--- src/rtl/result_dest_pipe_if.sv ---
// Operand-forwarding producer bundle: ID/EX inputs, pipeline control and the
// published EX/MEM and MEM/WB destination state.
interface result_dest_pipe_if #(
    parameter int DATA_W = 64,
    parameter int REG_AW = 5
);
    // No valid/ready pair here: the pipeline advances on every edge unless
    // hold=1, and the consumer must treat load_use_stall as a same-cycle
    // request to freeze PC/IF-ID and bubble ID/EX.
    logic              hold;
    logic              flush;
    logic [REG_AW-1:0] idex_rd;
    logic              idex_regwrite;
    logic              idex_memread;
    logic [DATA_W-1:0] ex_result;
    logic [DATA_W-1:0] mem_rdata;
    logic [REG_AW-1:0] id_rn;
    logic [REG_AW-1:0] id_rm;

    logic [REG_AW-1:0] EXMEM_RegisterRd;
    logic              EXMEM_RegWrite;
    logic [DATA_W-1:0] EXMEM_result;
    logic [REG_AW-1:0] MEMWB_RegisterRd;
    logic              MEMWB_RegWrite;
    logic [DATA_W-1:0] MEMWB_data;
    logic              load_use_stall;
    logic              debug_state;

    modport master (
        output hold, flush, idex_rd, idex_regwrite, idex_memread,
               ex_result, mem_rdata, id_rn, id_rm,
        input  EXMEM_RegisterRd, EXMEM_RegWrite, EXMEM_result,
               MEMWB_RegisterRd, MEMWB_RegWrite, MEMWB_data,
               load_use_stall, debug_state
    );

    modport slave (
        input  hold, flush, idex_rd, idex_regwrite, idex_memread,
               ex_result, mem_rdata, id_rn, id_rm,
        output EXMEM_RegisterRd, EXMEM_RegWrite, EXMEM_result,
               MEMWB_RegisterRd, MEMWB_RegWrite, MEMWB_data,
               load_use_stall, debug_state
    );
endinterface

--- src/rtl/result_dest_pipe.sv ---
// EX/MEM and MEM/WB destination registers with load-use stall detection.
// Optional STALL_STATS_EN adds a saturating 32-bit stall_count output.
module result_dest_pipe #(
    parameter int DATA_W   = 64,
    parameter int REG_AW   = 5,
    parameter int ZERO_REG = 31
) (
    input  logic                clk,
    input  logic                reset,
    result_dest_pipe_if.slave   bus
`ifdef STALL_STATS_EN
    ,
    output logic [31:0]         stall_count
`endif
);

    typedef enum logic {NORMAL = 1'b0, BUBBLE = 1'b1} state_t;

    state_t            state;
    state_t            state_next;
    logic              hazard;
    logic              stall;
    logic              cap_regwrite;
    logic              cap_memread;
    logic              exmem_memread;
    logic [REG_AW-1:0] exmem_rd;
    logic              exmem_regwrite;
    logic [DATA_W-1:0] exmem_result;
    logic [REG_AW-1:0] memwb_rd;
    logic              memwb_regwrite;
    logic [DATA_W-1:0] memwb_data;

    assign hazard = bus.idex_memread && bus.idex_regwrite
                 && (bus.idex_rd != REG_AW'(ZERO_REG))
                 && ((bus.idex_rd == bus.id_rn) || (bus.idex_rd == bus.id_rm));

    always_comb begin
        state_next = state;
        stall      = 1'b0;
        case (state)
            NORMAL: begin
                stall = hazard && !bus.hold && !bus.flush;
                if (stall) state_next = BUBBLE;
            end
            BUBBLE: begin
                if (!bus.hold) state_next = NORMAL;
            end
            default: state_next = NORMAL;
        endcase
    end

    // While in BUBBLE the ID/EX slot holds the inserted bubble, so its
    // write/load qualifiers must not be published.
    assign cap_regwrite = bus.idex_regwrite && (state == NORMAL)
                       && (bus.idex_rd != REG_AW'(ZERO_REG));
    assign cap_memread  = bus.idex_memread && (state == NORMAL);

    always_ff @(posedge clk) begin
        if (reset) begin
            state          <= NORMAL;
            exmem_rd       <= '0;
            exmem_regwrite <= 1'b0;
            exmem_memread  <= 1'b0;
            exmem_result   <= '0;
            memwb_rd       <= '0;
            memwb_regwrite <= 1'b0;
            memwb_data     <= '0;
        end else if (!bus.hold) begin
            state          <= state_next;
            memwb_rd       <= exmem_rd;
            memwb_regwrite <= exmem_regwrite;
            memwb_data     <= exmem_memread ? bus.mem_rdata : exmem_result;
            if (bus.flush) begin
                exmem_rd       <= '0;
                exmem_regwrite <= 1'b0;
                exmem_memread  <= 1'b0;
                exmem_result   <= '0;
            end else begin
                exmem_rd       <= bus.idex_rd;
                exmem_regwrite <= cap_regwrite;
                exmem_memread  <= cap_memread;
                exmem_result   <= bus.ex_result;
            end
        end
    end

`ifdef STALL_STATS_EN
    // stall is already zero under hold, so hold freezes the counter too.
    always_ff @(posedge clk) begin
        if (reset) begin
            stall_count <= '0;
        end else if (stall && (stall_count != 32'hFFFF_FFFF)) begin
            stall_count <= stall_count + 32'd1;
        end
    end
`endif

    assign bus.EXMEM_RegisterRd = exmem_rd;
    assign bus.EXMEM_RegWrite   = exmem_regwrite;
    assign bus.EXMEM_result     = exmem_result;
    assign bus.MEMWB_RegisterRd = memwb_rd;
    assign bus.MEMWB_RegWrite   = memwb_regwrite;
    assign bus.MEMWB_data       = memwb_data;
    assign bus.load_use_stall   = stall;
    assign bus.debug_state      = state;

endmodule
--- src/flat_wrapper.sv ---
// flat-port wrapper written by rule: the top's interface ports become plain ports
module result_dest_pipe_flat 
#(
    parameter int DATA_W   = 64,
    parameter int REG_AW   = 5,
    parameter int ZERO_REG = 31
)
  (clk, reset, bus_hold, bus_flush, bus_idex_rd, bus_idex_regwrite, bus_idex_memread, bus_ex_result, bus_mem_rdata, bus_id_rn, bus_id_rm, bus_EXMEM_RegisterRd, bus_EXMEM_RegWrite, bus_EXMEM_result, bus_MEMWB_RegisterRd, bus_MEMWB_RegWrite, bus_MEMWB_data, bus_load_use_stall, bus_debug_state);
  result_dest_pipe_if #(.DATA_W(DATA_W), .REG_AW(REG_AW)) bus_i ();
  input  logic clk;
  input  logic reset;
  input wire logic [$bits(bus_i.hold)-1:0] bus_hold;
  input wire logic [$bits(bus_i.flush)-1:0] bus_flush;
  input wire logic [$bits(bus_i.idex_rd)-1:0] bus_idex_rd;
  input wire logic [$bits(bus_i.idex_regwrite)-1:0] bus_idex_regwrite;
  input wire logic [$bits(bus_i.idex_memread)-1:0] bus_idex_memread;
  input wire logic [$bits(bus_i.ex_result)-1:0] bus_ex_result;
  input wire logic [$bits(bus_i.mem_rdata)-1:0] bus_mem_rdata;
  input wire logic [$bits(bus_i.id_rn)-1:0] bus_id_rn;
  input wire logic [$bits(bus_i.id_rm)-1:0] bus_id_rm;
  output wire logic [$bits(bus_i.EXMEM_RegisterRd)-1:0] bus_EXMEM_RegisterRd;
  output wire logic [$bits(bus_i.EXMEM_RegWrite)-1:0] bus_EXMEM_RegWrite;
  output wire logic [$bits(bus_i.EXMEM_result)-1:0] bus_EXMEM_result;
  output wire logic [$bits(bus_i.MEMWB_RegisterRd)-1:0] bus_MEMWB_RegisterRd;
  output wire logic [$bits(bus_i.MEMWB_RegWrite)-1:0] bus_MEMWB_RegWrite;
  output wire logic [$bits(bus_i.MEMWB_data)-1:0] bus_MEMWB_data;
  output wire logic [$bits(bus_i.load_use_stall)-1:0] bus_load_use_stall;
  output wire logic [$bits(bus_i.debug_state)-1:0] bus_debug_state;
  assign bus_i.hold = bus_hold;
  assign bus_i.flush = bus_flush;
  assign bus_i.idex_rd = bus_idex_rd;
  assign bus_i.idex_regwrite = bus_idex_regwrite;
  assign bus_i.idex_memread = bus_idex_memread;
  assign bus_i.ex_result = bus_ex_result;
  assign bus_i.mem_rdata = bus_mem_rdata;
  assign bus_i.id_rn = bus_id_rn;
  assign bus_i.id_rm = bus_id_rm;
  assign bus_EXMEM_RegisterRd = bus_i.EXMEM_RegisterRd;
  assign bus_EXMEM_RegWrite = bus_i.EXMEM_RegWrite;
  assign bus_EXMEM_result = bus_i.EXMEM_result;
  assign bus_MEMWB_RegisterRd = bus_i.MEMWB_RegisterRd;
  assign bus_MEMWB_RegWrite = bus_i.MEMWB_RegWrite;
  assign bus_MEMWB_data = bus_i.MEMWB_data;
  assign bus_load_use_stall = bus_i.load_use_stall;
  assign bus_debug_state = bus_i.debug_state;
  result_dest_pipe #(.DATA_W(DATA_W), .REG_AW(REG_AW), .ZERO_REG(ZERO_REG)) u_core (.clk(clk), .reset(reset), .bus(bus_i));
endmodule
--- config.mk ---
export PLATFORM = sky130hd
export DESIGN_NAME = result_dest_pipe_flat
export DESIGN_NICKNAME = d
export VERILOG_FILES = /design/src/rtl/result_dest_pipe_if.sv /design/src/rtl/result_dest_pipe.sv /design/src/flat_wrapper.sv
export SDC_FILE = /design/constraint.sdc
export NUM_CORES = 1
export LEC_CHECK = 0
export ABC_CLOCK_PERIOD_IN_PS = 1300
export CAP_MARGIN = 10
export CORE_MARGIN = 5
export CORE_UTILIZATION = 40
export CTS_BUF_LIST = sky130_fd_sc_hd__clkbuf_16
export DETAILED_ROUTE_END_ITERATION = 7
export PLACE_DENSITY_LB_ADDON = 0.12
export SLEW_MARGIN = 20
export SYNTH_ARGS = -nofsm -noshare
export SYNTH_HDL_FRONTEND = slang
export SYNTH_SLANG_ARGS = --single-unit
--- constraint.sdc ---
create_clock -name clk -period 1.3 [get_ports clk]
set_input_delay 0.26 -clock clk [delete_from_list [all_inputs] [get_ports clk]]
set_output_delay 0.26 -clock clk [all_outputs]
set_load 0.005 [all_outputs]
==> flow_summary.ini <==
[timing]
timing.slew.headroom_pct = 55.3
setup_ws_ns = -0.167
hold_viol_final = 0
tns_ns = -0.167
min_period_over_period_pct = 113
clock_skew_ns = 0.00495
finalSetupViolations = 1
whs_ns = 0.198
timing.fmax_ghz = 0.682
rsz0062_at_grt = yes
finalCriticalPeriod_ns = 1.47
slew_violations = 0
worstMarginPinSlew_ns = 0.671

[clock_tree]
clk_pin_slew_worst_paths_ns = 0.05
clock_sinks = 142
root_buffer = clkbuf_16
cts_tree = done
cts_made_buffers = 17
insertion_delay_ns = 0.41
clock_path_buffers = 2
h-tree-depth = 4
hold_buffers = 0

[worst_hold_path]
min_from = bus_idex_rd[4]
hp-class = in2reg

[route]
wl_met1_mm = 6.89
wl_per_cell_um = 16.8
top_layer_used = met5
ant_nets = 0
drtIter0Drc = 287
routed_wl_mm = 18.6
viasPerCell = 5.00
num_vias = 5549
route.met2.wl_mm = 9.49
post-route-drc-count = 0
wl_met3_mm = 1.74
first_pass_iters = 4

[power_and_ir_drop]
ir_drop_mv = 0.920
p_leak_nw = 4.00
p_per_area_nw_per_um2 = 1140
finalPower_mw = 10.7

[place]
dp_slack_ns = -1.07
hpwl_mm = 13.1
place_congestion = 0.827
port_buffers = 290

[die]
die_h_um = 128
core_area_um2 = 13800
floorplan.initialDensity_pct = 40.6
rows = 43
chipWidth_um = 128
io_pins = 291
fp.dieArea_um2 = 16500

[synthesis]
synth_cell_types = 21
yosys.area.top_type_share_pct = 50.7
synth_area_um2 = 5610
ys_seq_area_share_pct = 50.7
synth_area_leaders = dfxtp_1, nor2_1, mux2i_1
synth_area_per_cell_um2 = 8.89
yosys.area.top_type = dfxtp_1
syn-num-nets = 780
yosys_register_bits = 142
synth_cells = 631
ys_warn_count = 0

[critical_path]
critPathKind = in2out
critPathCaptureType = primary output
critPathLaunch = bus_idex_rd[1]
r2r_start = u_core.exmem_memread
startpoint_type = input pin
crit_required_ns = 1.04
arrival_ns = 1.21
crit_fanout = 3

[cells_and_area]
drive_above_1_share_pct = 16.6
nNetsFinal = 1066
n_antenna_cell = 0
syn2layout_area_growth_pct = 66.7
fillers = 1148

[flow_run]
drv_cap = 0

[global_routing]
grt_max_degree = 139
antenna_found_initial = 2
grt_pass1_wl_mm = 27.6
grt_pass1_vias = 5543
track_usage_pct = 21.0
grt.overflow.total = 0

[outcome]
failed_checks = setup timing
status = finished with violations
## critical path, cell delays in order
cell and delay [ns]:
buf_6 0.10, xor2_2 0.17, nor3_2 0.18, a22oi_2 0.13, nor3_2 0.20, buf_2 0.15
## stage by stage
step | cell area (um2) | std cells | utilization [%]
5_1_grt | 9360 | 1109 | 67.7
3_3_place_gp | 8710 | 1069 | 63.0
2_1_floorplan | 5610 | 631 | -
3_5_place_dp | 8710 | 1069 | 63.0
6_report | 9360 | 1109 | 67.7
4_1_cts | 9150 | 1102 | 66.2
## layout make-up
type	instances	area, um2	area share (%)
timing repair buffer	320	3070	32.8
sequential	142	2920	31.2
multi-input combinational	435	2560	27.4
clock buffer	18	450	4.81
tap	180	225	2.41
clock inverter	13	123	1.31
inverter	1	3.75	0.0401
## worst paths after layout
path | endpoint | slack [ns] | cells after the start
setup / recovery | bus_load_use_stall | -0.17 | 6
hold / removal | u_core.bus.EXMEM_RegisterRd[4] | 0.20 | 4
setup reg to reg | u_core.bus.MEMWB_data[20] | 0.01 | 6
hold reg to reg | u_core.bus.MEMWB_data[56] | 0.48 | 2
## routing by layer
metal,track usage [%],vias to the layer above
li1,-,2733
met1,22.2,2571
met2,37.2,206
met3,8.51,35
met4,8.55,4
met5,0,-
## kinds of logic after synthesis
logic type,Yosys count,synth area share [%]
xor+xnor,10,1.56
flops,142,50.7
buf+inv,54,4.62
mux,70,12.5
compound gates,138,15.7
simple gates,217,15.0
## report_power, final
part	internal (mW)	total [mW]	leakage [nW]	switching, mW
combinational	0.812	1.41	2.54	0.597
sequential	4.51	4.61	1.18	0.0958
clock	2.89	4.65	0.280	1.76
## flip-flops by register name, summed over array words and instances (netlist names)
signal                       flops
u_core.bus.EXMEM_result         64
u_core.bus.debug_state           1
u_core.bus.MEMWB_RegWrite        1
u_core.bus.MEMWB_data           64
u_core.exmem_memread             1
u_core.bus.MEMWB_RegisterRd      5
u_core.bus.EXMEM_RegisterRd      5
u_core.bus.EXMEM_RegWrite        1
## cells in the mapped netlist
cell type	count
dfxtp_1	142
xor2_1	10
o22ai_1	1
a2bb2oi_1	1
a32oi_1	1
nor3b_1	1
or3_1	1
a22oi_1	69
nor2_1	207
buf_2	21
a21oi_1	65
buf_4	8
nor3_1	3
nor2_8	1
o211ai_2	1
buf_1	4
nand3_1	1
nand2_1	3
inv_1	1
mux2i_1	70
clkbuf_1	20
## layout by cell type, fill, tap and decap left out, types with 3 or more instances in the layout
cell type          n
a22oi_1           68
clkdlybuf4s15_1   39
clkbuf_2          14
clkinv_2           3
mux2i_1           67
nor2_1           206
buf_2              9
buf_6              4
clkdlybuf4s15_2    3
clkinv_1           3
dfxtp_2           52
buf_12             7
clkbuf_16         22
dfxtp_1           88
buf_4             18
xor2_1             9
dlygate4sd2_1     91
clkdlybuf4s50_1  130
a21oi_1           63
## what timing repair did
action,4_1_cts,5_1_grt
pin swaps,8,12
setup buffers,2,3
cloned,0,4
hold endpoints to repair,0,0
resized for setup,251,84
endpoints found under the setup margin,212,113
Note: power is estimated with default switching activity, not from simulation.
